### src/rtl/cpi_pkg.sv
// Shared definitions for the cpi_muldiv coprocessor: opcode field, subop codes, FSM states.
// `CPI_MULDIV_SIGNED_EN enables the signed subops MULH/DIV/REM.
package cpi_pkg;

    localparam int OP_W = 4;
    localparam logic [OP_W-1:0] OPCODE_DEF = 4'h6;

    localparam logic [3:0] SUBOP_MUL   = 4'd0;
    localparam logic [3:0] SUBOP_MULHU = 4'd1;
    localparam logic [3:0] SUBOP_DIVU  = 4'd2;
    localparam logic [3:0] SUBOP_REMU  = 4'd3;
    localparam logic [3:0] SUBOP_MULH  = 4'd4;
    localparam logic [3:0] SUBOP_DIV   = 4'd5;
    localparam logic [3:0] SUBOP_REM   = 4'd6;

`ifdef CPI_MULDIV_SIGNED_EN
    localparam bit SIGNED_EN = 1'b1;
`else
    localparam bit SIGNED_EN = 1'b0;
`endif

    typedef enum logic [1:0] {
        ST_IDLE = 2'd0,
        ST_BUSY = 2'd1,
        ST_DONE = 2'd2
    } state_e;

    function automatic logic subop_signed(input logic [3:0] s);
        return SIGNED_EN && ((s == SUBOP_MULH) || (s == SUBOP_DIV) || (s == SUBOP_REM));
    endfunction

    function automatic logic subop_known(input logic [3:0] s);
        return (s <= SUBOP_REMU) || subop_signed(s);
    endfunction

    function automatic logic subop_is_div(input logic [3:0] s);
        return (s == SUBOP_DIVU) || (s == SUBOP_REMU) || (s == SUBOP_DIV) || (s == SUBOP_REM);
    endfunction

endpackage

### src/rtl/cpi_muldiv_if.sv
// Coprocessor interface bundle between the core (master) and a coprocessor (slave).
interface cpi_muldiv_if;
    logic        cpi_valid;
    logic [31:0] cpi_inst;
    logic [31:0] cpi_r1;
    logic [31:0] cpi_r2;
    logic        cpi_ready;
    logic        cpi_wait;
    logic [31:0] cpi_data;
    logic        cpi_drop;

    modport master (
        output cpi_valid, cpi_inst, cpi_r1, cpi_r2,
        input  cpi_ready, cpi_wait, cpi_data, cpi_drop
    );

    modport slave (
        input  cpi_valid, cpi_inst, cpi_r1, cpi_r2,
        output cpi_ready, cpi_wait, cpi_data, cpi_drop
    );
endinterface

### src/rtl/muldiv_step.sv
// One radix-2 iteration: shift-add multiply or restoring shift-subtract divide.
// Purely combinational; acc holds {hi/remainder, lo/multiplier-or-quotient}.
module muldiv_step (
    input  logic [64:0] acc_i,
    input  logic [31:0] opnd_i,
    input  logic        div_i,
    output logic [64:0] acc_o
);
    logic [32:0] mul_sum;
    logic [32:0] rem_sh;
    logic [33:0] rem_diff;
    logic        unused_top;

    // Bit 64 never carries information between steps: mul sums land in [63:31],
    // and a divide remainder is always below the divisor.
    assign unused_top = acc_i[64];

    assign mul_sum  = {1'b0, acc_i[63:32]} + (acc_i[0] ? {1'b0, opnd_i} : 33'd0);
    assign rem_sh   = {acc_i[63:32], acc_i[31]};
    assign rem_diff = {1'b0, rem_sh} - {2'b00, opnd_i};

    always_comb begin
        acc_o = {1'b0, mul_sum, acc_i[31:1]};
        if (div_i) begin
            if (rem_diff[33]) begin
                acc_o = {rem_sh, acc_i[30:0], 1'b0};
            end else begin
                acc_o = {rem_diff[32:0], acc_i[30:0], 1'b1};
            end
        end
    end
endmodule

### src/rtl/cpi_muldiv.sv
// Iterative 32-bit multiply/divide coprocessor; fixed 33-cycle latency from claim to cpi_ready.
// `CPI_MULDIV_SIGNED_EN adds signed MULH/DIV/REM (magnitude datapath, sign fixed on output).
module cpi_muldiv
    import cpi_pkg::*;
#(
    parameter logic [OP_W-1:0] OPCODE = OPCODE_DEF
) (
    input  logic        clk,
    input  logic        rst,
    cpi_muldiv_if.slave cpi
);
    state_e      state_q, state_d;
    logic [4:0]  cnt_q, cnt_d;
    logic [64:0] acc_q, acc_d;
    logic [31:0] opnd_q, opnd_d;
    logic [3:0]  subop_q, subop_d;
    logic        ok_q, ok_d;
    logic        neg_q, neg_d;

    logic        claim;
    logic [3:0]  sub_in;
    logic        sgn_in, div_in, a_neg, b_neg;
    logic [31:0] a_mag, b_mag;
    logic [64:0] step_acc;
    logic [63:0] prod_signed;
    logic [31:0] result;
    logic        unused_inst;

    assign sub_in      = cpi.cpi_inst[27:24];
    assign claim       = cpi.cpi_valid && (cpi.cpi_inst[31:28] == OPCODE);
    assign unused_inst = ^cpi.cpi_inst[23:0];

    assign sgn_in = subop_signed(sub_in);
    assign div_in = subop_is_div(sub_in);
    assign a_neg  = sgn_in && cpi.cpi_r1[31];
    assign b_neg  = sgn_in && cpi.cpi_r2[31];
    assign a_mag  = a_neg ? (32'd0 - cpi.cpi_r1) : cpi.cpi_r1;
    assign b_mag  = b_neg ? (32'd0 - cpi.cpi_r2) : cpi.cpi_r2;

    muldiv_step u_step (
        .acc_i  (acc_q),
        .opnd_i (opnd_q),
        .div_i  (subop_is_div(subop_q)),
        .acc_o  (step_acc)
    );

    always_ff @(posedge clk or negedge rst) begin
        if (!rst) begin
            state_q <= ST_IDLE;
            cnt_q   <= 5'd0;
            acc_q   <= 65'd0;
            opnd_q  <= 32'd0;
            subop_q <= 4'd0;
            ok_q    <= 1'b0;
            neg_q   <= 1'b0;
        end else begin
            state_q <= state_d;
            cnt_q   <= cnt_d;
            acc_q   <= acc_d;
            opnd_q  <= opnd_d;
            subop_q <= subop_d;
            ok_q    <= ok_d;
            neg_q   <= neg_d;
        end
    end

    always_comb begin
        state_d = state_q;
        cnt_d   = cnt_q;
        acc_d   = acc_q;
        opnd_d  = opnd_q;
        subop_d = subop_q;
        ok_d    = ok_q;
        neg_d   = neg_q;
        unique case (state_q)
            ST_IDLE: begin
                if (claim) begin
                    subop_d = sub_in;
                    ok_d    = subop_known(sub_in);
                    cnt_d   = 5'd31;
                    opnd_d  = div_in ? b_mag : a_mag;
                    acc_d   = {33'd0, div_in ? a_mag : b_mag};
                    // Signed x/0 must come out as -1, so the quotient is never negated then.
                    unique case (sub_in)
                        SUBOP_REM: neg_d = a_neg;
                        SUBOP_DIV: neg_d = (a_neg ^ b_neg) && (cpi.cpi_r2 != 32'd0);
                        default:   neg_d = a_neg ^ b_neg;
                    endcase
                    state_d = subop_known(sub_in) ? ST_BUSY : ST_DONE;
                end
            end
            ST_BUSY: begin
                acc_d = step_acc;
                cnt_d = cnt_q - 5'd1;
                if (cnt_q == 5'd0) begin
                    state_d = ST_DONE;
                end
            end
            ST_DONE: begin
                state_d = ST_IDLE;
            end
            default: begin
                state_d = ST_IDLE;
            end
        endcase
    end

    assign prod_signed = neg_q ? (64'd0 - acc_q[63:0]) : acc_q[63:0];

    always_comb begin
        result = 32'd0;
        unique case (subop_q)
            SUBOP_MUL:   result = acc_q[31:0];
            SUBOP_MULHU: result = acc_q[63:32];
            SUBOP_DIVU:  result = acc_q[31:0];
            SUBOP_REMU:  result = acc_q[63:32];
            SUBOP_MULH:  result = prod_signed[63:32];
            SUBOP_DIV:   result = neg_q ? (32'd0 - acc_q[31:0]) : acc_q[31:0];
            SUBOP_REM:   result = neg_q ? (32'd0 - acc_q[63:32]) : acc_q[63:32];
            default:     result = 32'd0;
        endcase
    end

    assign cpi.cpi_ready = (state_q == ST_DONE);
    assign cpi.cpi_drop  = (state_q == ST_DONE) && ok_q;
    assign cpi.cpi_data  = ((state_q == ST_DONE) && ok_q) ? result : 32'd0;
    assign cpi.cpi_wait  = claim && (state_q != ST_DONE);
endmodule

### src/flat_wrapper.sv
// flat-port wrapper written by rule: the top's interface ports become plain ports
module cpi_muldiv_flat import cpi_pkg::*;
#(
    parameter logic [OP_W-1:0] OPCODE = OPCODE_DEF
)
  (clk, rst, cpi_cpi_valid, cpi_cpi_inst, cpi_cpi_r1, cpi_cpi_r2, cpi_cpi_ready, cpi_cpi_wait, cpi_cpi_data, cpi_cpi_drop);
  cpi_muldiv_if cpi_i ();
  input  logic clk;
  input  logic rst;
  input wire logic [$bits(cpi_i.cpi_valid)-1:0] cpi_cpi_valid;
  input wire logic [$bits(cpi_i.cpi_inst)-1:0] cpi_cpi_inst;
  input wire logic [$bits(cpi_i.cpi_r1)-1:0] cpi_cpi_r1;
  input wire logic [$bits(cpi_i.cpi_r2)-1:0] cpi_cpi_r2;
  output wire logic [$bits(cpi_i.cpi_ready)-1:0] cpi_cpi_ready;
  output wire logic [$bits(cpi_i.cpi_wait)-1:0] cpi_cpi_wait;
  output wire logic [$bits(cpi_i.cpi_data)-1:0] cpi_cpi_data;
  output wire logic [$bits(cpi_i.cpi_drop)-1:0] cpi_cpi_drop;
  assign cpi_i.cpi_valid = cpi_cpi_valid;
  assign cpi_i.cpi_inst = cpi_cpi_inst;
  assign cpi_i.cpi_r1 = cpi_cpi_r1;
  assign cpi_i.cpi_r2 = cpi_cpi_r2;
  assign cpi_cpi_ready = cpi_i.cpi_ready;
  assign cpi_cpi_wait = cpi_i.cpi_wait;
  assign cpi_cpi_data = cpi_i.cpi_data;
  assign cpi_cpi_drop = cpi_i.cpi_drop;
  cpi_muldiv #(.OPCODE(OPCODE)) u_core (.clk(clk), .rst(rst), .cpi(cpi_i));
endmodule
### config.mk
export PLATFORM = sky130hd
export DESIGN_NAME = cpi_muldiv_flat
export DESIGN_NICKNAME = d
export VERILOG_FILES = /design/src/rtl/cpi_pkg.sv /design/src/rtl/cpi_muldiv_if.sv /design/src/rtl/muldiv_step.sv /design/src/rtl/cpi_muldiv.sv /design/src/flat_wrapper.sv
export SDC_FILE = /design/constraint.sdc
export NUM_CORES = 1
export LEC_CHECK = 0
export CAP_MARGIN = 20
export CORE_UTILIZATION = 49
export DETAILED_ROUTE_END_ITERATION = 16
export PLACE_DENSITY = 0.72
export SLEW_MARGIN = 40
export SYNTH_ARGS = -nofsm -noshare
export SYNTH_HDL_FRONTEND = slang
export SYNTH_HIERARCHICAL = 1
export SYNTH_SLANG_ARGS = --single-unit
export TNS_END_PERCENT = 100
### constraint.sdc
create_clock -name clk -period 3.5 [get_ports clk]
set_input_delay 0.7 -clock clk [delete_from_list [all_inputs] [get_ports clk]]
set_output_delay 0.7 -clock clk [all_outputs]
set_load 0.05 [all_outputs]
==> results of run 1 <==
==> routing by layer <==
layer  global-route usage  vias to the layer above
met2                0.450                      377
li1                     -                     4840
met3               0.0571                       38
met1                0.404                     4860
met5                    0                        -
met4               0.0881                        0
==> power breakdown <==
group	switching [uW]	total [uW]	internal (uW)	leakage, uW
logic	5040	8870	3830	0.00419
clock network	487	1070	579	0.000150
registers	689	2420	1730	0.00124
total	6210	12400	6140	0.00557
==> flip-flops by register name, summed over array words and instances (netlist names) <==
signal / flops
u_core/opnd_q: 32
u_core/cnt_q: 5
u_core/state_q: 2
u_core/ok_q: 1
u_core/acc_q: 64
u_core/subop_q: 4
==> what timing repair did <==
item	4_1_cts	5_1_grt
hold buffers	0	0
setup endpoints to repair	0	12
gates resized for setup	0	14
==> placed cells by master, fill, tap and decap left out, types with 7 or more instances in the layout <==
master             n
o22ai_1            7
nand2_1          119
nor2b_1           10
a22oi_1           32
a21o_1            16
a21oi_1          169
buf_12            38
nand2b_1          12
o21ai_0           65
and2_1            34
mux2i_1           72
xnor2_1           30
inv_1             49
nor2_1           136
xor2_1            24
ha_1              65
mux2_2            31
o22ai_2           26
o21ai_1           23
nand4_1           14
a31oi_1            7
a21oi_2            7
buf_4             61
nor3_1            16
nand3_1           11
o211ai_1          13
clkbuf_16          9
clkdlybuf4s50_1   76
dfrtp_1          107
==> how the worst max path moves through the flow <==
stage,end,start,depth (start not counted)
global route,u_core/acc_q[50]$_DFFE_PN0P_,u_core/acc_q[0]$_DFFE_PN0P_,13
global placement,u_core/acc_q[61]$_DFFE_PN0P_,u_core/acc_q[0]$_DFFE_PN0P_,15
finish,u_core/acc_q[50]$_DFFE_PN0P_,u_core/acc_q[0]$_DFFE_PN0P_,13
floorplan,u_core/acc_q[50]$_DFFE_PN0P_,u_core/acc_q[0]$_DFFE_PN0P_,13
CTS,u_core/acc_q[61]$_DFFE_PN0P_,u_core/acc_q[0]$_DFFE_PN0P_,15
detailed placement,u_core/acc_q[61]$_DFFE_PN0P_,u_core/acc_q[0]$_DFFE_PN0P_,15
==> cell type report <==
class	instances	area (um^2)
multi-input cells	1043	7070
well taps	270	338
clock inverters	5	57.6
clock buffers	11	243
flip-flops and latches	108	2700
inverters	50	188
fillers	1764	7910
repair buffers	176	1990
==> worst max-delay path, delay by kind of cell (launching register included) <==
family          cells  cell delay (ns)
xor+xnor            1             0.16
fa+ha+maj           1             0.28
buf+inv             1             0.18
flops               1             0.50
compound gates      6             1.44
simple gates        4             0.65
==> stage by stage <==
stage | util | cells | area [um^2] | hold WS (ns)
global route | 0.614 | 1663 | 12600 | 0.363
detailed placement | 0.597 | 1647 | 12200 | 0.488
finish | 0.614 | 1663 | 12600 | 0.321
global placement | 0.597 | 1647 | 12200 | 0.468
floorplan | - | 1282 | 10400 | 0.404
CTS | 0.611 | 1663 | 12500 | 0.457
==> metrics.md, run 1 <==
| Metric | Value |
|---|---|
| Layout cell share with drive strength beyond 1 | `0.145` |
| Total Wirelength | `about 31000 um` |
| # rows | `52` |
| Post-route clock skew | `0.00706 ns` |
| Worst vdd ir | `roughly 0.45 mV` |
| TritonRoute pass-1 iters | `5` |
| Met3 WL | `2600 um` |
| Critical-path maximum fanout | `13` |
| Final setup viols | `0` |
| Worst setup margin | `around 0.16 ns` |
| Area grow syn2layout | `21.4%` |
| Wl on met1 | `approximately 14000 um` |
| R2r worst-path depth | `13` |
| Die H | `147 um` |
| R2R Path End | `u_core/acc_q[50]$_DFFE_PN0P_` |
| N_diodes | `0` |
| Tightest Pin Transition | `0.781 ns` |
| Most frequent cell on the critical path | `and2_1` |
| Static Leak | `approximately 0.0056 uW` |
| R2R setup slack | `~0.16 ns` |
| CP Launch Type | `register` |
| Max_cap viols | `0` |
| Fin nets | `about 1600` |
| Clk_lat worst skew | `~0.36 ns` |
| CP cell instances | `buf_4 > and2_1 > ha_1 > and2_1 > a221o_1 > o41ai_1 > or2_1 > o221ai_1 > a21oi_1 > xor2_1 > o21ai_1 > nand2_1 > o21ai_0` |
| Max incr delay on CP | `a little over 0.5 ns` |
| Critical-path top delay cell | `o41ai_1` |
| Pre-CTS setup slack | `~0.13 ns` |
| P per Cell Area | `between 900 and 1000 mW/mm^2` |
| CTS tree | `yes` |
| Die W | `147 um` |
| TritonCTS buffer count | `9` |
| Largest net degree at the start of global routing | `65` |
| Synth warnings | `6` |
| Status | `completed` |
| Total GRT Usage | `0.289` |
| Clk root buf | `clkbuf_16` |
| Met2 routed WL | `between 10000 and 15000 um` |
| Antenna viol nets, final | `0` |
| CP endpoint kind | `register` |
| Clk buf depth | `2` |
| Drt initial violations | `between 900 and 1000` |
| Vias in the first global route | `9657` |
| Synth Instances | `between 1000 and 1500` |
| Wire per inst | `~19 um` |
| Core Footprint | `a little over 0.02 mm^2` |
| Max Clock Freq | `~0.3 GHz` |
| CP required | `~3.7 ns` |
| Max-slew violations | `0` |
| RR Startpoint | `u_core/acc_q[0]$_DFFE_PN0P_` |
| Clock Sinks | `108` |
| Tot Pwr | `about 12000 uW` |
| Placer Congestion | `around 0.94` |
| Synthesized area | `just over 0.01 mm^2` |
| Mapped Nets | `1448` |
| Initial antenna violation count | `0` |
| Setup TNS | `0 ns` |
| First-pass GRT wire length | `50200 um` |
| Worst-path clk slew | `roughly 0.07 ns` |
| Final Critical Period | `3.34 ns` |
| Post-Syn Area per Cell | `8.09 um^2` |
| I/O Buffers | `between 100 and 150` |
| Unrepaired setup endpoints after global routing | `false` |
| Via density | `between 6 and 7` |
| Arrival time at the worst endpoint | `about 3.6 ns` |
| Area of the die | `around 0.022 mm^2` |
| Setup repair bufs after CTS | `0` |
| Total grt overflow | `0` |
| Ports | `134` |
| Hold Crit Class | `in2async` |
| Htree depth | `3` |
| DRC viols | `0` |
| HPWL Detailed | `roughly 23000 um` |
| CP Class | `reg2reg` |
| Hold Vio Cnt, Final | `0` |
| Max Used Layer | `met4` |
| Via count | `slightly above 10000` |
| Initial core utilization | `0.506` |
| Final Cycle Share | `0.953` |
| Slew headroom | `0.480` |
Note: power is estimated with default switching activity, not from simulation.
==> run 2: changes to the inputs <==
CORE_UTILIZATION = 45   (was 49)
PLACE_DENSITY = 0.67   (was 0.72)
==> run 2 against run 1 <==
Compared with the run above: maximum frequency decreased by 0.42%; clock skew increased by 0.0013 ns; die area increased by 8.8%; first-iteration DRC count increased by 5.9%; clock power decreased by 6%; register-to-register slack about the same; final cell count increased by 0.96%; sequential power decreased by 3%; non-clock buffer count increased by 1; critical endpoint is now u_core/acc_q[62]$_DFFE_PN0P_; largest power group unchanged.
==> metrics.md, run 2 (same netlist as run 1, synthesis figures left out) <==
| Metric | Value |
|---|---|
| Most frequent cell on the critical path | `nor2_1 (was and2_1)` |
| Max-slew violations | `0 (unchanged)` |
| CP Launch Type | `register (unchanged)` |
| Ports | `134 (unchanged)` |
| N_diodes | `0 (unchanged)` |
| Total GRT Usage | `0.266 (was 0.289)` |
| DRC viols | `0 (unchanged)` |
| Total grt overflow | `0 (unchanged)` |
| Tightest Pin Transition | `0.718 ns (was 0.781 ns)` |
| First-pass GRT wire length | `50300 um (was 50200 um)` |
| # rows | `55 (was 52)` |
| Initial antenna violation count | `0 (unchanged)` |
| Post-route clock skew | `0.00833 ns (was 0.00706 ns)` |
| CP Class | `reg2reg (unchanged)` |
| Commonest non-fill, non-tap cell in the layout | `a21oi_1 (unchanged)` |
| Via count | `9990 (was 10100)` |
| Largest register by flop count | `u_core/acc_q (unchanged)` |
| P per Cell Area | `972 mW/mm^2 (was 982 mW/mm^2)` |
| Antenna viol nets, final | `0 (unchanged)` |
| R2R setup slack | `0.15 ns (was 0.16 ns)` |
| Clk buf depth | `2 (unchanged)` |
| Initial core utilization | `0.458 (was 0.506)` |
| Biggest registers after layout | `u_core/acc_q x64, u_core/opnd_q x32, u_core/cnt_q x5 (unchanged)` |
| Final Cycle Share | `0.958 (was 0.953)` |
| Final Critical Period | `3.35 ns (was 3.34 ns)` |
| CP endpoint kind | `register (unchanged)` |
| Fin nets | `1555 (was 1554)` |
| Static Leak | `0.00556 uW (was 0.00557 uW)` |
| Htree depth | `3 (unchanged)` |
| CP cell instances | `buf_4 > and2_1 > ha_1 > nand4_1 > nor4_1 > o31ai_1 > a31oi_1 > nor2_1 > o21ai_0 > xor2_1 > nor2_1 > nor3b_1 > nand2_1 > o21ai_1 (was buf_4 > and2_1 > ha_1 > and2_1 > a221o_1 > o41ai_1 > or2_1 > o221ai_1 > a21oi_1 > xor2_1 > o21ai_1 > nand2_1 > o21ai_0)` |
| Worst-path clk slew | `0.08 ns (was 0.07 ns)` |
| Unrepaired setup endpoints after global routing | `false (unchanged)` |
| Drt initial violations | `970 (was 916)` |
| Hold Vio Cnt, Final | `0 (unchanged)` |
| Cell family with most CP delay | `simple AND/OR/NAND/NOR gates (was compound AO/OA/AOI/OAI gates)` |
| Slew headroom | `0.521 (was 0.480)` |
| Placer Congestion | `0.953 (was 0.937)` |
| CTS hold repair buffers | `0 (unchanged)` |
| Largest net degree at the start of global routing | `65 (unchanged)` |
| TritonCTS buffer count | `9 (unchanged)` |
| Max_cap viols | `0 (unchanged)` |
| Layout cell share with drive strength beyond 1 | `0.141 (was 0.145)` |
| HPWL Detailed | `23500 um (was 23200 um)` |
| Clock Sinks | `108 (unchanged)` |
| Critical-path top delay cell | `dfrtp_1 (was o41ai_1)` |
| Clk root buf | `clkbuf_16 (unchanged)` |
| I/O Buffers | `109 (unchanged)` |
| Total Wirelength | `31100 um (about the same)` |
| Vias in the first global route | `9469 (was 9657)` |
| Die H | `154 um (was 147 um)` |
| Commonest cells after routing, fill and taps aside | `a21oi_1, nor2_1, nand2_1 (unchanged)` |
| CTS tree | `yes (unchanged)` |
| Area grow syn2layout | `21.0% (was 21.4%)` |
| WP buf/inv | `1 (unchanged)` |
| Area of the die | `0.0237 mm^2 (was 0.0217 mm^2)` |
| Max incr delay on CP | `0.42 ns (was 0.51 ns)` |
| Clk_lat worst skew | `0.36 ns (about the same)` |
| Arrival time at the worst endpoint | `3.64 ns (was 3.56 ns)` |
| Critical-path maximum fanout | `23 (was 13)` |
| Max Clock Freq | `0.298 GHz (was 0.300 GHz)` |
| Status | `completed (unchanged)` |
| Worst vdd ir | `0.357 mV (was 0.447 mV)` |
| Tot Pwr | `12200 uW (was 12400 uW)` |
| Largest register FFs | `64 (unchanged)` |
| Core Footprint | `0.0226 mm^2 (was 0.0205 mm^2)` |
| Die W | `154 um (was 147 um)` |
| TritonRoute pass-1 iters | `5 (unchanged)` |
| CP required | `3.79 ns (was 3.73 ns)` |
| Wire per inst | `18.5 um (was 18.7 um)` |
| Via density | `5.95 (was 6.08)` |
| Setup TNS | `0 ns (unchanged)` |
| Hold Crit Class | `in2async (unchanged)` |
| Final setup viols | `0 (unchanged)` |
==> run 2: cell types whose count changed in the layout (fill, tap and decap cells not counted), moves of 3 or more <==
cell and delta:
a21oi_1 +3, a21oi_2 -3, buf_4 +3, clkinvlp_4 +3
==> run 2: power breakdown <==
part,switching (uW),total (uW),internal [uW]
clock network,517,1010,493
registers,612,2340,1730
logic,5060,8850,3790
==> run 2: final cells by class <==
type	count	area (um^2)
Sequential cell	108	2700
Inverter	50	188
Fill cell	2064	10100
Clock inverter	7	56.3
Timing Repair Buffer	177	1980
Multi-Input combinational cell	1043	7040
Tap cell	285	357
Clock buffer	9	225
==> run 2: stage by stage <==
stage,worst slack [ns],cells,area (um^2),utilization,hold slack [ns]
after floorplan,0.463,1282,10400,-,0.404
after global placement,0.195,1662,12200,0.540,0.471
after detailed placement,0.154,1662,12200,0.540,0.480
after CTS,0.124,1678,12500,0.553,0.407
after global routing,0.00850,1679,12500,0.554,0.442
final,0.149,1679,12500,0.554,0.374
==> run 2: routing by layer <==
metal  track usage  routed length [um]  vias to the layer above
li1              -                   -                     4840
met1         0.396               15100                     4763
met2         0.406               13600                      348
met3        0.0245                1870                       39
met4        0.0743                 523                        0
met5             0                   0                        -
==> run 2: what timing repair did <==
item                       CTS  global route
setup endpoints to repair    0             7
buffers inserted             0             1
resized for setup            0             5
==> run 2: path summary, 6_finish.rpt <==
check	from	endpoint	depth (start not counted)
setup / recovery	u_core/acc_q[0]$_DFFE_PN0P_	u_core/acc_q[62]$_DFFE_PN0P_	14
hold / removal	rst	u_core/opnd_q[5]$_DFFE_PN0P_	1
setup reg to reg	u_core/acc_q[0]$_DFFE_PN0P_	u_core/acc_q[62]$_DFFE_PN0P_	14
hold reg to reg	u_core/ok_q$_DFFE_PN0P_	u_core/ok_q$_DFFE_PN0P_	1
max in group asynchronous	rst	u_core/acc_q[55]$_DFFE_PN0P_	2
min in group clk	u_core/ok_q$_DFFE_PN0P_	u_core/ok_q$_DFFE_PN0P_	1
==> run 2: worst register-to-register path, cell delays in order, from the launching register on <==
cell,delay [ns]
dfrtp_1,0.42
buf_4,0.22
and2_1,0.17
ha_1,0.40
nand4_1,0.22
nor4_1,0.36
o31ai_1,0.15
a31oi_1,0.30
nor2_1,0.15
o21ai_0,0.27
xor2_1,0.17
nor2_1,0.05
nor3b_1,0.21
nand2_1,0.09
o21ai_1,0.10
